$ cat config.mk
export PLATFORM = sky130hd
export DESIGN_NAME = nibble_serial_add_ctrl
export DESIGN_NICKNAME = d
export VERILOG_FILES = /design/src/rtl/nsa_pkg.sv /design/src/rtl/nsa_nibble_slice.sv /design/src/rtl/nibble_serial_add_ctrl.sv
export SDC_FILE = /design/constraint.sdc
export NUM_CORES = 1
export LEC_CHECK = 0
export BUFFER_PORTS_ARGS = -buffer_cell sky130_fd_sc_hd__buf_2
export CAP_MARGIN = 20
export CORE_MARGIN = 4
export CORE_UTILIZATION = 49
export DETAILED_ROUTE_END_ITERATION = 10
export HOLD_SLACK_MARGIN = 0.15
export PLACE_DENSITY = 0.87
export SYNTH_ARGS = -nofsm -noshare
export SYNTH_HDL_FRONTEND = slang
export SYNTH_SLANG_ARGS = --single-unit
$ cat constraint.sdc
create_clock -name clk -period 3.05 [get_ports clk]
set_input_delay 0.305 -clock clk [delete_from_list [all_inputs] [get_ports clk]]
set_output_delay 0.305 -clock clk [all_outputs]
set_load 0.01 [all_outputs]
$ cat src/rtl/nsa_pkg.sv
// Shared types and constants for the nibble-serial adder controller.
package nsa_pkg;

    typedef enum logic [1:0] {NSA_IDLE, NSA_RUN, NSA_DONE} nsa_state_t;

    localparam int NSA_NIBBLE_W = 4;

endpackage

$ cat src/rtl/nsa_nibble_slice.sv
// Full-adder cell and the 4-bit ripple-carry slice built from it (combinational).

module nsa_full_adder (
    input  logic a,
    input  logic b,
    input  logic ci,
    output logic s,
    output logic co
);
    assign s  = a ^ b ^ ci;
    assign co = (a & b) | (ci & (a ^ b));
endmodule

module nsa_nibble_slice
    import nsa_pkg::*;
(
    input  logic [NSA_NIBBLE_W-1:0] a,
    input  logic [NSA_NIBBLE_W-1:0] b,
    input  logic                    carry_in,
    output logic [NSA_NIBBLE_W-1:0] sum,
    output logic                    carry_out,
    output logic                    carry_into_bit3
);
    logic [NSA_NIBBLE_W:0] c;

    assign c[0] = carry_in;

    for (genvar i = 0; i < NSA_NIBBLE_W; i++) begin : g_fa
        nsa_full_adder u_fa (
            .a  (a[i]),
            .b  (b[i]),
            .ci (c[i]),
            .s  (sum[i]),
            .co (c[i+1])
        );
    end

    assign carry_out       = c[NSA_NIBBLE_W];
    assign carry_into_bit3 = c[NSA_NIBBLE_W-1];
endmodule

$ cat src/rtl/nibble_serial_add_ctrl.sv
// WIDTH-bit adder that reuses one 4-bit slice, one nibble per clock, LSB first.
// Optional subtract path enabled by defining NSA_SUBTRACT_EN.
module nibble_serial_add_ctrl
    import nsa_pkg::*;
#(
    parameter int WIDTH = 16
) (
    input  logic             clk,
    input  logic             reset,
    input  logic             op_valid,
    output logic             op_ready,
    input  logic [WIDTH-1:0] a,
    input  logic [WIDTH-1:0] b,
    input  logic             c_in,
`ifdef NSA_SUBTRACT_EN
    input  logic             sub,
`endif
    output logic             res_valid,
    input  logic             res_ready,
    output logic [WIDTH-1:0] sum,
    output logic             c_out,
    output logic             ovf,
    output logic             busy
);
    localparam int NIBBLES = WIDTH / NSA_NIBBLE_W;
    localparam int IDX_W   = (NIBBLES > 1) ? $clog2(NIBBLES) : 1;

    nsa_state_t              state;
    logic [IDX_W-1:0]        idx;
    logic                    carry;
    logic [WIDTH-1:0]        a_q;
    logic [WIDTH-1:0]        b_q;
`ifdef NSA_SUBTRACT_EN
    logic                    sub_q;
`endif

    logic [NSA_NIBBLE_W-1:0] a_nib;
    logic [NSA_NIBBLE_W-1:0] b_nib;
    logic [NSA_NIBBLE_W-1:0] s_nib;
    logic                    s_co;
    logic                    s_c3;

    // Constant-index mux keeps the nibble select free of variable part-selects.
    always_comb begin
        a_nib = '0;
        b_nib = '0;
        for (int i = 0; i < NIBBLES; i++) begin
            if (idx == IDX_W'(i)) begin
                a_nib = a_q[i*NSA_NIBBLE_W +: NSA_NIBBLE_W];
                b_nib = b_q[i*NSA_NIBBLE_W +: NSA_NIBBLE_W];
            end
        end
`ifdef NSA_SUBTRACT_EN
        b_nib = b_nib ^ {NSA_NIBBLE_W{sub_q}};
`endif
    end

    nsa_nibble_slice u_slice (
        .a               (a_nib),
        .b               (b_nib),
        .carry_in        (carry),
        .sum             (s_nib),
        .carry_out       (s_co),
        .carry_into_bit3 (s_c3)
    );

    always_ff @(posedge clk) begin
        if (reset) begin
            state     <= NSA_IDLE;
            idx       <= '0;
            carry     <= 1'b0;
            a_q       <= '0;
            b_q       <= '0;
`ifdef NSA_SUBTRACT_EN
            sub_q     <= 1'b0;
`endif
            op_ready  <= 1'b1;
            res_valid <= 1'b0;
            busy      <= 1'b0;
            sum       <= '0;
            c_out     <= 1'b0;
            ovf       <= 1'b0;
        end else begin
            case (state)
                NSA_IDLE: begin
                    if (op_valid && op_ready) begin
                        state    <= NSA_RUN;
                        a_q      <= a;
                        b_q      <= b;
                        idx      <= '0;
`ifdef NSA_SUBTRACT_EN
                        sub_q    <= sub;
                        carry    <= sub ? 1'b1 : c_in;
`else
                        carry    <= c_in;
`endif
                        op_ready <= 1'b0;
                        busy     <= 1'b1;
                    end
                end
                NSA_RUN: begin
                    for (int i = 0; i < NIBBLES; i++) begin
                        if (idx == IDX_W'(i))
                            sum[i*NSA_NIBBLE_W +: NSA_NIBBLE_W] <= s_nib;
                    end
                    carry <= s_co;
                    if (idx == IDX_W'(NIBBLES - 1)) begin
                        state     <= NSA_DONE;
                        idx       <= '0;
                        res_valid <= 1'b1;
                        c_out     <= s_co;
                        ovf       <= s_co ^ s_c3;
                    end else begin
                        idx <= idx + 1'b1;
                    end
                end
                NSA_DONE: begin
                    if (res_ready) begin
                        state     <= NSA_IDLE;
                        res_valid <= 1'b0;
                        op_ready  <= 1'b1;
                        busy      <= 1'b0;
                    end
                end
                default: state <= NSA_IDLE;
            endcase
        end
    end
endmodule
==> impl_summary.txt <==
----------------------------------------------------
[Run status]
  Violated checks ... negative setup slack
  Outcome ... finished with violations

[Drt]
  DRC violations left ... 0
  Antenna Nets Post-Route ... 0
  Number of vias in the routed layout ... 2370
  Routed Wire Length ... 6290 um
  First-iteration detailed-routing DRC count ... around 220
  DRT Pass-1 Iters ... 4
  Via-per-instance ratio ... ~5.2
  Average detailed-routed wire length per instance ... approximately 14 um

[Clocking]
  Clock tree root buffer cell ... clkbuf_8
  CTS Buf Count ... 9
  Clk pin slew, worst setup/hold paths ... 60 ps
  Skew-Pair Late Insertion Delay ... about 340 ps
  H-tree depth ... 3
  Bufs on Longest Clock Path ... 2
  TritonCTS clock tree ... built
  Clk sinks ... 58

[STA]
  Post-layout minimum cycle time ... 3050 ps
  Max_slew headroom ... a little under three fifths
  Setup repair after global routing missed its margin ... yes
  Worst clock skew ... ~6.2 ps
  Final clock period utilization by the worst path ... 100%
  Number of endpoints failing setup at the final stage ... 1
  Hold Violations, Final ... 0
  Actual transition at the worst max-transition pin ... roughly 650 ps
  Final setup margin ... -3.24 ps
  Fmax ... approximately 0.33 GHz
  Max-slew violations ... 0

[Setup path]
  Worst-path cell chain ... inv_4 -> ha_4 -> a21oi_2 -> o21ai_1 -> a22o_1 -> fa_2 -> fa_2 -> fa_2 -> fa_2 -> nand3_2 -> a21oi_2
  Cell with the largest stage delay on the worst path ... fa_2
  Start-to-end type of the worst setup path ... reg2reg
  Slack of the worst reg-to-reg path ... -3 ps
  Critical path peak fanout ... 6
  Kind of cell adding the most delay to the critical path ... adder cells
  Critical path capture point type ... flop
  Maximum single-stage delay on the critical path ... 610 ps
  Crit path buf inv count ... 1
  Worst path required time ... roughly 3300 ps
  Worst Path Arrival ... about 3300 ps
  Most numerous cell on the critical path ... fa_2
  Crit start category ... flop

[Power and ir drop]
  Ratio of total power to cell area ... between 500 and 600 nW/um^2
  Peak supply drop ... between 200 and 300 uV
  Leakage Power ... around 0.0013 uW

[Global routing]
  Global routing usage on met3 ... under 10%
  Global-route wire length before repair ... approximately 10000 um
  Remaining Overflow, GRT ... 0
  Via count of the first global-routing pass ... approximately 2200
  Number of antenna violations at the first check in global routing ... 0
  Most congested layer reported by global routing ... met2
  Met2 capacity usage during global routing ... around 29%
  Met1 track utilization from global routing ... roughly a quarter
  Maximum number of pins on one net before global-route repair ... 36
  Overall fraction of global-route tracks in use ... 18.4%

[Die]
  Ports placed on the boundary ... 58
  Placement Rows ... 27
  Initial cell density of the core ... 50.5%
  Die Y ... ~83 um
  Overall die area ... roughly 6900 sq um
  Area inside the core boundary ... ~5500 sq um
  Die width ... just over 80 um

[Synth]
  Post-synthesis instance area ... roughly 2800 sq um
  Yosys reg bits ... between 50 and 60
  Library cell occupying the most area in the post-synthesis netlist ... dfxtp_1
  Synthesized instance count ... ~320
  Syn_nets ... around 370
  Synth warn ... 0
  Post-synth top area share ... 42.0%
  Proportion of synthesized chip area in sequential cells ... roughly 42%
  Biggest area contributors in the synthesized netlist ... dfxtp_1, a21oi_2, nand2_1
  Count of unique library cells instantiated by Yosys ... 33
  Average size of a mapped cell ... about 8.5 sq um

[Min path]
  Class of the tightest hold or removal check ... in2reg

[Placement]
  Weighted congestion reported at the end of routability-driven placement ... slightly below 0.9
  Number of cells after detailed placement ... 440
  DP HPWL ... ~4300 um
  Placement-stage worst setup slack ... -25.5 ps
  Number of I/O port buffers ... 57

[Layout]
  Antenna cells ... 0
  Ratio of cells with drive above 1 in the final layout ... 42.5%
  Area overhead of the layout relative to synthesis ... 21.6%
  Non-filler instance count after layout ... roughly 460
  Final net count ... approximately 430

[Flow run]
  MaxCap Viol Count ... 0

----------------------------------------------------
==> sequential cells by signal, indices dropped and copies added (netlist names), 2 cells and up <==
| signal | cells |
|---|---|
| a_q | 16 |
| sum | 16 |
| state | 2 |
| b_q | 16 |
| idx | 2 |
==> repair_timing <==
item                       in CTS  in global routing
pin swaps                       2                 11
resized for setup               2                 17
hold buffers                    0                  0
buffers inserted                1                  1
setup endpoints to repair       5                  7
==> path summary, 6_finish.rpt <==
path / startpoint / end / depth (start not counted)
max: idx[1] / sum[15] / 11
min: a[8] / a_q[8] / 3
max reg2reg: idx[1] / sum[15] / 11
min reg2reg: sum[4] / sum[4] / 2
==> Yosys cell counts <==
master	instances
a21oi_1	42
a21oi_2	29
a22o_1	8
a22oi_1	1
a2bb2oi_1	1
and2b_1	1
buf_1	2
buf_12	3
buf_2	8
buf_4	4
clkbuf_1	9
dfxtp_1	58
fa_1	4
ha_1	4
inv_1	10
mux2i_1	1
nand2_1	61
nand2_2	29
nand2b_1	2
nand3_1	18
nand3b_1	5
nand4bb_1	1
nor2_1	6
nor2b_1	1
nor3_1	1
nor4bb_1	1
o21a_1	1
o21ai_0	8
o21bai_1	1
o41ai_1	1
or2b_1	1
or4_1	1
xor2_1	1
==> cell type report <==
type / count / area (sq um)
timing repair buffer: 72 / 398
clock buffer: 14 / 173
sequential: 58 / 1170
clock inverter: 2 / 10.0
multi-input combinational: 230 / 1480
fill: 493 / 2110
inverter: 10 / 42.5
tap: 72 / 90.1
==> metal layers <==
metal / vias up / wire [um]
met1: 1086 / 2710
met5: - / 0
li1: 1203 / -
met4: 0 / 109
met3: 10 / 456
met2: 71 / 3010
==> placed cells by master, fill, tap and decap left out, drive strengths merged, types with 2 or more instances in the layout <==
cell	instances
clkbuf	14
dfxtp	58
buf	72
ha	4
inv	10
a21oi	71
a22o	8
nand3b	5
fa	4
o21ai	8
nand2	90
nand3	18
clkinv	2
nand2b	2
nor2	6
==> power breakdown <==
part           internal, uW  total, uW  switching (uW)
Clock                   359        652             292
Sequential              797        827            30.4
Combinational           120        290             171
==> worst min-delay path: stages <==
cell and delay [ps]:
buf_2 100, nand2_2 50, a21oi_2 40
==> cells by family after synthesis <==
family                     synth area share [%]
and+or+nand+nor                            22.7
buffers and inverters                      7.57
xor gates and xnor gates                  0.317
adders and majority gates                  4.71
muxes                                     0.362
AOI/OAI and AO/OA                          22.2
DFF                                        42.0
==> through the flow <==
stage | cell area (sq um) | total power, uW | hold WS [ps] | TNS, ps | utilization, %
after global routing | 3360 | 1850 | 196 | -297 | 61.4
after CTS | 3300 | 1770 | 189 | 0 | 60.3
after floorplan | 2810 | 1050 | 432 | 0 | -
after detailed placement | 3100 | 1120 | 448 | -62.2 | 56.6
final | 3360 | 1770 | 196 | -3.24 | 61.4
after global placement | 3100 | 1110 | 442 | 0 | 56.6
Power figures use the tool's default switching activity.
